===== src/rtl/mem_ctrl_pkg.sv =====
// Shared encodings for the byte-serial memory controller: FSM states,
// mem_len codes, requester IDs and RAM strobe levels.
package mem_ctrl_pkg;

    typedef enum logic [1:0] {
        ST_IDLE   = 2'd0,
        ST_IF_RD  = 2'd1,
        ST_MEM_RD = 2'd2,
        ST_MEM_WR = 2'd3
    } state_t;

    typedef enum logic {
        REQ_IF  = 1'b0,
        REQ_MEM = 1'b1
    } req_t;

    localparam logic [1:0] LEN_B = 2'd0;
    localparam logic [1:0] LEN_H = 2'd1;
    localparam logic [1:0] LEN_W = 2'd2;

    localparam logic RAM_RD = 1'b0;
    localparam logic RAM_WR = 1'b1;

    // Codes 2 and 3 both mean a full word.
    function automatic logic [2:0] len_bytes(input logic [1:0] len);
        case (len)
            LEN_B:   return 3'd1;
            LEN_H:   return 3'd2;
            default: return 3'd4;
        endcase
    endfunction

endpackage


===== src/rtl/mem_ctrl_arb.sv =====
// Grant logic for the shared RAM port. With MEMCTRL_FAIR_ARB_EN defined, a
// last-grant register alternates ties; otherwise MEM always wins a tie.
module mem_ctrl_arb (
`ifdef MEMCTRL_FAIR_ARB_EN
    input  logic clk,
    input  logic rst,
`endif
    input  logic idle,
    input  logic rdy,
    input  logic if_req,
    input  logic mem_req,
    input  logic if_flush,
    output logic grant_if,
    output logic grant_mem
);
    import mem_ctrl_pkg::*;

    logic if_ok;
    logic mem_wins;

    assign if_ok = if_req & ~if_flush;

`ifdef MEMCTRL_FAIR_ARB_EN
    req_t last_grant;

    // Reset to IF so the first tie goes to MEM.
    assign mem_wins = mem_req & (~if_ok | (last_grant == REQ_IF));

    always_ff @(posedge clk or negedge rst) begin
        if (!rst) begin
            last_grant <= REQ_IF;
        end else if (grant_mem) begin
            last_grant <= REQ_MEM;
        end else if (grant_if) begin
            last_grant <= REQ_IF;
        end
    end
`else
    assign mem_wins = mem_req;
`endif

    assign grant_mem = idle & rdy & mem_wins;
    assign grant_if  = idle & rdy & if_ok & ~mem_wins;

endmodule


===== src/rtl/mem_ctrl.sv =====
// Byte-serial RAM port controller shared by instruction fetch and load/store.
// Optional fair tie-breaking is enabled with MEMCTRL_FAIR_ARB_EN.
module mem_ctrl #(
    parameter int ADDR_W   = 32,
    parameter int IF_BYTES = 4
) (
    input  logic              clk,
    input  logic              rst,
    input  logic              rdy,
    input  logic              if_req,
    input  logic [ADDR_W-1:0] if_addr,
    input  logic              if_flush,
    output logic              if_done,
    output logic [31:0]       if_inst,
    input  logic              mem_req,
    input  logic              mem_we,
    input  logic [1:0]        mem_len,
    input  logic [ADDR_W-1:0] mem_addr,
    input  logic [31:0]       mem_wdata,
    output logic              mem_done,
    output logic [31:0]       mem_rdata,
    input  logic [7:0]        ram_din,
    output logic [7:0]        ram_dout,
    output logic [ADDR_W-1:0] ram_a,
    output logic              ram_wr,
    output logic              stall_req
);
    import mem_ctrl_pkg::*;

    state_t      state, state_nx;
    logic [2:0]  cnt;
    logic [2:0]  n_bytes;
    logic [31:0] wbuf;
    logic [31:0] rd_buf;
    logic [31:0] rd_next;
    logic [1:0]  rd_idx;
    logic [1:0]  wr_idx;
    logic        idle, last_rd, last_wr;
    logic        grant_if, grant_mem;

    assign idle      = (state == ST_IDLE);
    assign last_rd   = (cnt == n_bytes);
    assign last_wr   = ((cnt + 3'd1) == n_bytes);
    assign rd_idx    = 2'(cnt - 3'd1);
    assign wr_idx    = 2'(cnt + 3'd1);
    assign stall_req = mem_req & ~mem_done;

    // A requester whose done is showing this cycle is not re-granted.
    mem_ctrl_arb u_arb (
`ifdef MEMCTRL_FAIR_ARB_EN
        .clk       (clk),
        .rst       (rst),
`endif
        .idle      (idle),
        .rdy       (rdy),
        .if_req    (if_req & ~if_done),
        .mem_req   (mem_req & ~mem_done),
        .if_flush  (if_flush),
        .grant_if  (grant_if),
        .grant_mem (grant_mem)
    );

    // Byte i of a read arrives two edges after its address was launched.
    always_comb begin
        rd_next = rd_buf;
        if (cnt != 3'd0) begin
            rd_next[{rd_idx, 3'b000} +: 8] = ram_din;
        end
    end

    always_ff @(posedge clk or negedge rst) begin
        if (!rst) begin
            state <= ST_IDLE;
        end else begin
            state <= state_nx;
        end
    end

    always_comb begin
        // NOTE: default first so every path assigns state_nx and no latch is inferred.
        state_nx = state;
        case (state)
            ST_IDLE: begin
                if (grant_mem) begin
                    state_nx = mem_we ? ST_MEM_WR : ST_MEM_RD;
                end else if (grant_if) begin
                    state_nx = ST_IF_RD;
                end
            end
            ST_IF_RD:  if (if_flush || last_rd) state_nx = ST_IDLE;
            ST_MEM_RD: if (last_rd)             state_nx = ST_IDLE;
            ST_MEM_WR: if (last_wr)             state_nx = ST_IDLE;
            default:                            state_nx = ST_IDLE;
        endcase
    end

    // NOTE: registered state uses non-blocking assignments so every flop samples pre-edge values.
    always_ff @(posedge clk or negedge rst) begin
        if (!rst) begin
            cnt       <= 3'd0;
            n_bytes   <= 3'd0;
            wbuf      <= 32'd0;
            rd_buf    <= 32'd0;
            ram_a     <= '0;
            ram_dout  <= 8'd0;
            ram_wr    <= RAM_RD;
            if_done   <= 1'b0;
            mem_done  <= 1'b0;
            if_inst   <= 32'd0;
            mem_rdata <= 32'd0;
        end else begin
            ram_wr   <= RAM_RD;
            if_done  <= 1'b0;
            mem_done <= 1'b0;
            case (state)
                ST_IDLE: begin
                    cnt    <= 3'd0;
                    rd_buf <= 32'd0;
                    if (grant_mem) begin
                        ram_a   <= mem_addr;
                        n_bytes <= len_bytes(mem_len);
                        wbuf    <= mem_wdata;
                        if (mem_we) begin
                            ram_dout <= mem_wdata[7:0];
                            ram_wr   <= RAM_WR;
                        end
                    end else if (grant_if) begin
                        ram_a   <= if_addr;
                        n_bytes <= 3'(IF_BYTES);
                    end
                end
                ST_IF_RD, ST_MEM_RD: begin
                    cnt    <= cnt + 3'd1;
                    rd_buf <= rd_next;
                    if ((cnt + 3'd1) < n_bytes) begin
                        ram_a <= ram_a + ADDR_W'(1);
                    end
                    if (last_rd) begin
                        if (state == ST_MEM_RD) begin
                            mem_done  <= 1'b1;
                            mem_rdata <= rd_next;
                        end else if (!if_flush) begin
                            if_done <= 1'b1;
                            if_inst <= rd_next;
                        end
                    end
                end
                ST_MEM_WR: begin
                    cnt <= cnt + 3'd1;
                    if (last_wr) begin
                        mem_done <= 1'b1;
                    end else begin
                        ram_a    <= ram_a + ADDR_W'(1);
                        ram_dout <= wbuf[{wr_idx, 3'b000} +: 8];
                        ram_wr   <= RAM_WR;
                    end
                end
                default: ;
            endcase
        end
    end

endmodule

===== config.mk =====
export PLATFORM = sky130hd
export DESIGN_NAME = mem_ctrl
export DESIGN_NICKNAME = d
export VERILOG_FILES = /design/src/rtl/mem_ctrl_pkg.sv /design/src/rtl/mem_ctrl_arb.sv /design/src/rtl/mem_ctrl.sv
export SDC_FILE = /design/constraint.sdc
export NUM_CORES = 1
export LEC_CHECK = 0
export ABC_AREA = 1
export BUFFER_PORTS_ARGS = -buffer_cell sky130_fd_sc_hd__buf_2
export CAP_MARGIN = 20
export CORE_UTILIZATION = 49
export CTS_CLUSTER_DIAMETER = 150
export DETAILED_ROUTE_END_ITERATION = 16
export PLACE_DENSITY = 0.77
export SLEW_MARGIN = 30
export SYNTH_ARGS = -nofsm -noshare
export SYNTH_HDL_FRONTEND = slang
export SYNTH_HIERARCHICAL = 1
export SYNTH_SLANG_ARGS = --single-unit

===== constraint.sdc =====
create_clock -name clk -period 2.1 [get_ports clk]
set_input_delay 0.315 -clock clk [delete_from_list [all_inputs] [get_ports clk]]
set_output_delay 0.315 -clock clk [all_outputs]
set_load 0.01 [all_outputs]

==> impl_metrics.json <==
{
  "worst-path-max-fanout": 15,
  "tritoncts": "built",
  "power_density_nw_per_um2": 1520,
  "seqCellArea_um2": 4480,
  "htree_levels": 4,
  "vdd_drop_max_uv": 817,
  "number_of_sinks_handled_by_clock_tree_synthesis": 179,
  "netlist_top_cells_count": "nand2_1 (425), dfrtp_1 (179), nor2_1 (140), inv_1 (130), o21ai_0 (126)",
  "timing.max_cap.violations": 0,
  "timing.clock.skew_ps": 8.40,
  "seqPwrFrac_pct": 32.1,
  "synth-seq-cells": 179,
  "vias_in_the_first_global_route": 8442,
  "dr_total_vias": 9419,
  "max-slew-margin-rel_pct": 62.6,
  "multiInputGateArea_um2": 4330,
  "globalRouteTotalUtil_pct": 26.3,
  "total_overflow_reported_by_the_global_router": 0,
  "place_worst_setup_slack_ps": -164,
  "cp-end-kind": "register",
  "p_sw_share_pct": 44.1,
  "power.internal_mw": 10.2,
  "synth-adder-area-share_pct": 2.01,
  "cts_root_buffer": "clkbuf_16",
  "mapped_cell_area_um2": 9350,
  "initial_utilization_pct": 50.0,
  "drt_pass1_iterations": 5,
  "min_period_ps": 2080,
  "power_frac_clock_pct": 17.7,
  "report.final.hold_viol_count": 0,
  "grt_start_max_net_pins": 74,
  "place.port_buffers": 220,
  "layoutNonFillerInstCount": 1770,
  "power_frac_comb_pct": 50.2,
  "syn2layout_area_growth_pct": 27.7,
  "power.total_mw": 18.2,
  "total_leakage_power_nw": 5.90,
  "synth.yosys.seq_area_share_pct": 47.9,
  "top_level_ports": 221,
  "fin_crit_sh_pct": 99.0,
  "numCtsBuffers": 17,
  "postRouteAntennaNets": 0,
  "status": "finished, final reports clean",
  "synth_enable_flop_cells": 0,
  "worstSetupStartpointType": "register",
  "slew_limit_fails": 0,
  "wl_per_cell_um": 15.3,
  "layout.filler_cells": 1660,
  "post-route-worst-setup-slack_ps": 20.2,
  "synth_cell_type_count": 33,
  "yosys.area_share.xor_xnor_pct": 0.0937,
  "synth_compound_area_share_pct": 13.7,
  "final_layout_size_suffix_gt1_share_pct": 24.3,
  "grt_setup_unrepaired": "true",
  "power.net_switching_mw": 8.02,
  "clock_latency_ps": 430,
  "timing_worst_slew_pin_value_ps": 559,
  "req_time_crit_path_ps": 2450,
  "die_area_um2": 19600,
  "fp-row-count": 50,
  "floorplan.die.height_um": 140,
  "ys_dominant_reg_cell": "dfrtp_1",
  "floorplan.die.width_um": 140,
  "cts_buffer_depth": 2,
  "synth_top_cells_by_area": "dfrtp_1 (48%), nand2_1 (17%), o21ai_0 (6.7%)",
  "synth.top_cell.area_share_pct": 47.9,
  "yosys-mux-area-fraction_pct": 0,
  "drc": 0,
  "worst_ep_arrival_time_ps": 2430,
  "drt_iter0_drc": 841,
  "insertedDiodeCount": 0,
  "drt-total-wl_um": 27100,
  "gp_routability_congestion": 0.919,
  "cts.clk_slew.worst_paths_ps": 70,
  "synth_simple_gate_area_share_pct": 27.9,
  "design.final.nets": 1651,
  "dp_hpwl_um": 18100,
  "yosysWarningCount": 6,
  "fmax_mhz": 481,
  "criticalPathCategory": "reg2reg",
  "synth_top_cell_by_area": "dfrtp_1",
  "hp-class": "in2reg",
  "netlist_instances": 1285,
  "async_reset_ff_share_pct": 100,
  "synth_nets": 1413,
  "synth_area_per_inst_um2": 7.28,
  "synth_most_common_cell": "nand2_1",
  "vias_per_instance": 5.32,
  "place_inst": 1727,
  "core_region_um2": 18700,
  "report.final.setup_viol": 0,
  "synth_top_family_by_area": "simple AND/OR/NAND/NOR gates",
  "antenna_found_initial": 1,
  "grt_pass1_wl_um": 41100
}
-- layout make-up --
cell class / count / area share (%)
multi-input cells: 910 / 36.3
well taps: 234 / 2.45
repair buffers: 275 / 14.3
clock buffers: 19 / 3.63
flip-flops and latches: 179 / 37.5
inverters: 140 / 4.54
clock inverters: 13 / 1.27
-- layer usage --
layer	vias up	part of all wire (%)	wire (um)	track usage (%)
li1	4543	-	-	-
met1	4452	44	11900	36.9
met2	379	48	13000	41.7
met3	45	6.3	1710	3.93
met4	0	2.0	533	8.96
met5	-	0	0	0
-- critical path: stages, from the launching register on --
cell and delay, ps:
dfrtp_1 430, ha_4 180, or2_4 240, nand2_4 80, ha_4 210, a21oi_2 140
o21ai_2 70, nand2_2 80, nand2_4 90, inv_6 100, buf_12 150, nor2_1 60
a21oi_1 150
-- layout by cell type (no fill, tap or decap), types with 11 or more instances in the layout --
cell / Yosys / routed
a21oi_1: 53 / 47
buf_2: 20 / 219
buf_4: 7 / 35
clkbuf_16: 0 / 20
dfrtp_1: 179 / 178
inv_1: 130 / 127
nand2_1: 425 / 422
nand3_1: 58 / 57
nor2_1: 140 / 130
nor2_2: 8 / 12
o21a_1: 11 / 11
o21ai_0: 126 / 116
o21ai_1: 38 / 44
-- flip-flops by register name, indices dropped and copies added (netlist names) --
signal     cells
cnt            3
if_done        1
if_inst       32
mem_done       1
mem_rdata     32
n_bytes        3
ram_a         32
ram_dout       8
ram_wr         1
rd_buf        32
state          2
wbuf          32
-- path summary, 6_finish.rpt --
kind	start	endpoint	slack, ps	depth (start not counted)
min	mem_wdata[29]	wbuf[29]	70	3
max in group asynchronous	rst	ram_wr	980	3
min in group asynchronous	rst	if_inst[21]	380	2
min reg2reg	wbuf[5]	wbuf[5]	480	2
max reg2reg	cnt[1]	ram_a[28]	20	12
max	cnt[1]	ram_a[28]	20	12
-- power by group through the flow --
stage	logic (mW)	registers, mW	clock network (mW)
2_1_floorplan	4.65	6.12	0
3_3_place_gp	7.85	5.83	0
3_5_place_dp	8.07	5.86	0
4_1_cts	8.32	5.81	3.25
5_1_grt	10.1	5.99	3.40
6_report	9.12	5.84	3.22
-- logic make-up after synthesis --
group	count (synthesis)
and+or+nand+nor	651
AOI/OAI and AO/OA	243
adders and majority gates	15
buffers and inverters	196
DFF	179
xor gates and xnor gates	1
-- per-stage QoR --
stage                     hold slack (ps)  TNS (ps)  utilization (%)  instance area (um2)
after floorplan                      19.4         0                -                 9360
after global placement                275     -1590             58.3                10900
after detailed placement              276     -3560             58.3                10900
after CTS                            62.5         0             61.9                11600
after global routing                 76.3      -971             63.8                11900
final                                70.5         0             63.8                11900
-- repair_timing --
| item | CTS | global route |
|---|---|---|
| endpoints found under the hold margin | 45 | 0 |
| cloned | 0 | 4 |
| hold buffers | 1 | 0 |
| resized for setup | 14 | 61 |
| buffers inserted | 1 | 5 |
| pin swaps | 3 | 16 |
| setup endpoints to repair | 34 | 86 |
No activity file was read; power rests on OpenSTA's default activity.
